## config.mk

```make
export PLATFORM = sky130hd
export DESIGN_NAME = servant_dbus_ic
export DESIGN_NICKNAME = d
export VERILOG_FILES = /design/src/rtl/servant_dbus_ic.sv
export SDC_FILE = /design/constraint.sdc
export NUM_CORES = 1
export LEC_CHECK = 0
export CORE_AREA = 3 3 122 124
export CTS_CLUSTER_DIAMETER = 80
export DETAILED_ROUTE_END_ITERATION = 16
export DIE_AREA = 0 0 125 127
export PLACE_DENSITY = 0.72
export SLEW_MARGIN = 20
export SYNTH_ARGS = -nofsm -noshare
export SYNTH_HDL_FRONTEND = slang
export SYNTH_SLANG_ARGS = --single-unit
```

## constraint.sdc

```tcl
create_clock -name wb_clk -period 1.9 [get_ports wb_clk]
set_input_delay 0.475 -clock wb_clk [delete_from_list [all_inputs] [get_ports wb_clk]]
set_output_delay 0.475 -clock wb_clk [all_outputs]
set_load 0.1 [all_outputs]
```

## src/rtl/servant_dbus_ic.sv

```systemverilog
// Wishbone data-bus decoder: one master to N_SLAVES slaves selected by an address field; optional ack timeout via SERVANT_DBUS_IC_TIMEOUT_EN.
// Latency: slave cyc one cycle after master cyc, master ack one cycle after slave ack; unmapped accesses ack after one cycle.
// Backpressure: slave ack is the only flow control; ACTIVE holds until ack, master cyc drop, or (optionally) timeout.
module servant_dbus_ic #(
    parameter int                  N_SLAVES  = 4,
    parameter int                  SEL_LSB   = 28,
    parameter int                  SEL_WIDTH = 4,
    parameter logic [N_SLAVES-1:0] ACK_MASK  = '1,
    parameter int                  TIMEOUT   = 255
) (
    input  logic                     wb_clk,
    input  logic                     wb_rstn,
    input  logic [31:0]              i_wb_cpu_adr,
    input  logic [31:0]              i_wb_cpu_dat,
    input  logic [3:0]               i_wb_cpu_sel,
    input  logic                     i_wb_cpu_we,
    input  logic                     i_wb_cpu_cyc,
    output logic [31:0]              o_wb_cpu_rdt,
    output logic                     o_wb_cpu_ack,
    output logic [31:0]              o_wb_s_adr,
    output logic [31:0]              o_wb_s_dat,
    output logic [3:0]               o_wb_s_sel,
    output logic                     o_wb_s_we,
    output logic [N_SLAVES-1:0]      o_wb_s_cyc,
    input  logic [32*N_SLAVES-1:0]   i_wb_s_rdt,
    input  logic [N_SLAVES-1:0]      i_wb_s_ack,
    output logic                     o_bus_err,
    output logic [7:0]               o_err_count
);

    typedef enum logic [1:0] {IDLE, ACTIVE, RESP} state_t;

    state_t               state, state_nxt;
    logic [SEL_WIDTH-1:0] idx;
    logic [SEL_WIDTH-1:0] adr_idx;
    logic                 adr_mapped;
    logic [31:0]          rdt_q;
    logic                 err_q;
    logic                 sel_ack;
    logic                 sel_auto;
    logic [31:0]          sel_rdt;
    logic                 sel_done;
    logic                 to_hit;
    logic                 err_enter;

    generate
        if (N_SLAVES < 2 || N_SLAVES > 16 || TIMEOUT < 1 || TIMEOUT > 65535 ||
            (1 << SEL_WIDTH) < N_SLAVES) begin : g_bad_param
            $error("servant_dbus_ic: illegal parameter combination");
        end
    endgenerate

    assign o_wb_s_adr = i_wb_cpu_adr;
    assign o_wb_s_dat = i_wb_cpu_dat;
    assign o_wb_s_sel = i_wb_cpu_sel;
    assign o_wb_s_we  = i_wb_cpu_we;

    assign adr_idx    = i_wb_cpu_adr[SEL_LSB +: SEL_WIDTH];
    assign adr_mapped = {1'b0, adr_idx} < (SEL_WIDTH+1)'(N_SLAVES);

    // Per-slave view of the latched target; slaves outside ACK_MASK are acked by us.
    always_comb begin
        sel_ack  = 1'b0;
        sel_auto = 1'b0;
        sel_rdt  = '0;
        for (int i = 0; i < N_SLAVES; i++) begin
            if (idx == SEL_WIDTH'(i)) begin
                sel_ack  = i_wb_s_ack[i];
                sel_auto = !ACK_MASK[i];
                sel_rdt  = i_wb_s_rdt[32*i +: 32];
            end
        end
    end

    assign sel_done = sel_auto || sel_ack;

`ifdef SERVANT_DBUS_IC_TIMEOUT_EN
    logic [15:0] to_cnt;

    always_ff @(posedge wb_clk or negedge wb_rstn) begin
        if (!wb_rstn)
            to_cnt <= '0;
        else if (state != ACTIVE)
            to_cnt <= '0;
        else
            to_cnt <= to_cnt + 16'd1;
    end

    assign to_hit = (to_cnt == 16'(TIMEOUT - 1));
`else
    assign to_hit = 1'b0;
`endif

    always_ff @(posedge wb_clk or negedge wb_rstn) begin
        if (!wb_rstn)
            state <= IDLE;
        else
            state <= state_nxt;
    end

    always_comb begin
        state_nxt = state;
        case (state)
            IDLE:    if (i_wb_cpu_cyc) state_nxt = adr_mapped ? ACTIVE : RESP;
            ACTIVE: begin
                if (!i_wb_cpu_cyc)
                    state_nxt = IDLE;
                else if (sel_done || to_hit)
                    state_nxt = RESP;
            end
            RESP:    state_nxt = IDLE;
            default: state_nxt = IDLE;
        endcase
    end

    always_comb begin
        o_wb_cpu_ack = (state == RESP);
        o_bus_err    = (state == RESP) && err_q;
        o_wb_s_cyc   = '0;
        for (int i = 0; i < N_SLAVES; i++)
            o_wb_s_cyc[i] = (state == ACTIVE) && i_wb_cpu_cyc && (idx == SEL_WIDTH'(i));
    end

    assign err_enter = ((state == IDLE) && i_wb_cpu_cyc && !adr_mapped) ||
                       ((state == ACTIVE) && i_wb_cpu_cyc && !sel_done && to_hit);

    always_ff @(posedge wb_clk or negedge wb_rstn) begin
        if (!wb_rstn) begin
            idx   <= '0;
            rdt_q <= '0;
            err_q <= 1'b0;
        end else begin
            case (state)
                IDLE: begin
                    if (i_wb_cpu_cyc) begin
                        idx   <= adr_idx;
                        err_q <= !adr_mapped;
                        if (!adr_mapped)
                            rdt_q <= '0;
                    end
                end
                ACTIVE: begin
                    if (i_wb_cpu_cyc && sel_done) begin
                        rdt_q <= sel_rdt;
                        err_q <= 1'b0;
                    end else if (i_wb_cpu_cyc && to_hit) begin
                        rdt_q <= '0;
                        err_q <= 1'b1;
                    end
                end
                default: ;
            endcase
        end
    end

    // Counted as the error response is committed, so it is visible during RESP.
    always_ff @(posedge wb_clk or negedge wb_rstn) begin
        if (!wb_rstn)
            o_err_count <= '0;
        else if (err_enter && o_err_count != 8'hff)
            o_err_count <= o_err_count + 8'd1;
    end

    assign o_wb_cpu_rdt = rdt_q;

endmodule

```

==> out/results.ini <==
[outcome]
status = finished, violations left
violations = setup timing

[routing]
ant_nets = 0
first_iter_violations = 73
post_drt_wl_per_cell_um = 17.9
vias_per_cell = 4.67
vias = 3173
dr.pass1.iters = 4
drc = 0
drt-total-wl_um = 12100

[run]
drv_cap = 0

[global_route]
antenna_found_initial = 0
grt_use_total_pct = 14.6
overflow = 0
grt_pass1_vias = 3528
grt_pass1_wl_um = 18700
grt_start_max_net_pins = 36

[timing]
finalCriticalPeriod_ps = 2100
hold_viol = 0
finalCritPeriodShare_pct = 111
clock_skew_ps = 8.75
worst_slew_pin_slew_ps = 456
fmax_ghz = 0.476
slew_violations = 0
rsz0062_at_grt = true
setup_tns_ps = -4900
setup_violations = 37
setup_ws_ps = -201
worst_slew_margin_rel_pct = 69.6

[synth]
synthCells = 358
ys_ff_latch = 47
synth.most_common_cell = buf_4
synth_top_cells_by_count = buf_4, mux2_2, dfrtp_1, nand2_1, mux2i_1
syn-num-nets = 563
synth_top_cell_by_area = dfrtp_1
synthTopCellsByArea = dfrtp_1, mux2_2, buf_4
ys_async_sr_fraction_pct = 100
syn_area_per_cell_sq_um = 9.96
synth_warnings = 0
synth.distinct_cells = 34
synth_top_area_share_pct = 33.0
ys.flop_type = dfrtp_1
synth-seq-area-share_pct = 33.0
synth_area_sq_um = 3560
synth-edff-count = 0

[final_layout]
area_growth_pct = 74.6
fillers = 1290
fin_cells = 679
drive_gt1_share_pct = 37.1
layout.nets = 703
diodes = 0

[critical_path]
end_kind = primary output
reg2reg_slack_ps = -180
path_cells = or3b_4, buf_12, nor3_4, buf_12
crit_top_cell = buf_12
slowest_delay_ps = 440
startpoint_type = register
r2r_end = o_wb_cpu_rdt[4]
arrival_ps = 1630
endpoint = o_wb_s_cyc[2]
worstPathRequired_ps = 1420
reg2reg_from = idx[3]
criticalPathCategory = reg2out
crit_start = idx[3]
worst-path-max-fanout = 3
worst_path_max_delay_cell = or3b_4
reg2reg_depth = 6

[placement]
placed_cells = 658
place_ws_ps = -569
gp_congestion = 0.864
port_buffers = 188
dp_hpwl_um = 9040

[pwr]
p_sw_w = 0.00173
irDropWorstVdd_v = 0.00121
finalPower_w = 0.00445
netSwitchingFraction_pct = 38.9
p_seq_share_pct = 28.9
intPower_w = 0.00272
leakage_nw = 2.74
pwr-share-comb_pct = 51.8
powerDensity_nw_per_um2 = 715
pwr-share-clk_pct = 19.3

[clock_network]
insertion_delay_ps = 290
h-tree-depth = 2
numCtsBuffers = 5
cts_sinks = 47
cts_buffer_depth = 2
cts.clk_slew.worst_paths_ps = 70
cts_tree = done
root_buffer = clkbuf_16

[floorplanning]
ios = 319
die_area_sq_um = 15900
start_util_pct = 25.7
rows = 43
core_region_area_sq_um = 13900
dieWidth_um = 125
dieHeight_um = 127

[min_path]
worstHoldPathType = in2async

-- power by group through the flow --
stage	logic, W	clock network (W)	registers, W
final	0.00230	0.000860	0.00129
after detailed placement	0.00221	0	0.00130
after floorplan	0.00152	0	0.00175
after global routing	0.00244	0.000938	0.00130
after CTS	0.00232	0.000893	0.00128
after global placement	0.00218	0	0.00129
-- timing repair --
| item | CTS | global route |
|---|---|---|
| cloned | 3 | 2 |
| hold buffers | 0 | 0 |
| buffers inserted | 7 | 3 |
| pin swaps | 6 | 5 |
| setup endpoints to repair | 37 | 37 |
| resized for setup | 19 | 4 |
-- placed cells by master, fill, tap and decap left out, drive strengths merged, types with 2 or more instances in the layout --
| master | Yosys | routed |
|---|---|---|
| nor2b | 2 | 2 |
| nor3 | 5 | 5 |
| clkbuf | 13 | 7 |
| nand3 | 5 | 5 |
| mux2i | 35 | 35 |
| clkdlybuf4s50 | 0 | 136 |
| dfrtp | 47 | 47 |
| o21ai | 2 | 2 |
| o22ai | 32 | 32 |
| xnor2 | 2 | 2 |
| or3 | 3 | 3 |
| nor2 | 5 | 5 |
| nor3b | 2 | 2 |
| a21oi | 2 | 2 |
| clkinv | 0 | 3 |
| nand2 | 39 | 39 |
| buf | 80 | 86 |
| xor2 | 2 | 2 |
| mux2 | 70 | 70 |
-- layout make-up --
class / count / area, sq um / area share (%)
sequential: 47 / 1190 / 19.2
timing repair buffer: 226 / 2820 / 45.3
inverter: 1 / 3.75 / 0.0603
tap: 180 / 225 / 3.62
clock buffer: 5 / 125 / 2.01
multi-input combinational: 217 / 1840 / 29.6
clock inverter: 3 / 15.0 / 0.241
-- worst min path at each step --
stage	from	endpoint	cells past startpoint
3_3_place_gp	wb_rstn	o_err_count[0]	1
4_1_cts	wb_rstn	o_err_count[0]	1
2_1_floorplan	wb_rstn	err_q	0
5_1_grt	wb_rstn	o_err_count[0]	1
6_report	wb_rstn	o_err_count[0]	1
3_5_place_dp	wb_rstn	o_err_count[0]	1
-- critical path, delay by kind of cell, from the launching register on --
| family | cells | cell delay [ps] |
|---|---|---|
| DFF | 1 | 400 |
| and+or+nand+nor | 2 | 590 |
| buffers and inverters | 2 | 350 |
-- registers in the layout, summed over array words and instances (netlist names) --
| signal | cells |
|---|---|
| idx | 4 |
| o_wb_cpu_rdt | 32 |
| state | 2 |
| err_q | 1 |
| o_err_count | 8 |
-- through the flow --
stage | hold WS [ps] | utilization (%) | instance area, sq um
2_1_floorplan | 179 | - | 3690
3_3_place_gp | 372 | 41.9 | 5810
3_5_place_dp | 372 | 41.9 | 5810
4_1_cts | 54.8 | 44.5 | 6180
5_1_grt | 63.9 | 44.8 | 6220
6_report | 50.7 | 44.8 | 6220
-- routing by layer --
metal  GRT usage [%]  wire length (um)
met1            15.6              4500
met2            26.7              6250
met3            5.10              1040
met4            5.17               353
met5               0                 0
-- logic make-up after synthesis --
logic type / synth area share, %
compound gates: 7.27
xor+xnor: 0.983
fa+ha+maj: 0.351
buf+inv: 18.1
flops: 33.0
mux: 31.9
simple gates: 8.39
(Power assumes the default switching activity.)
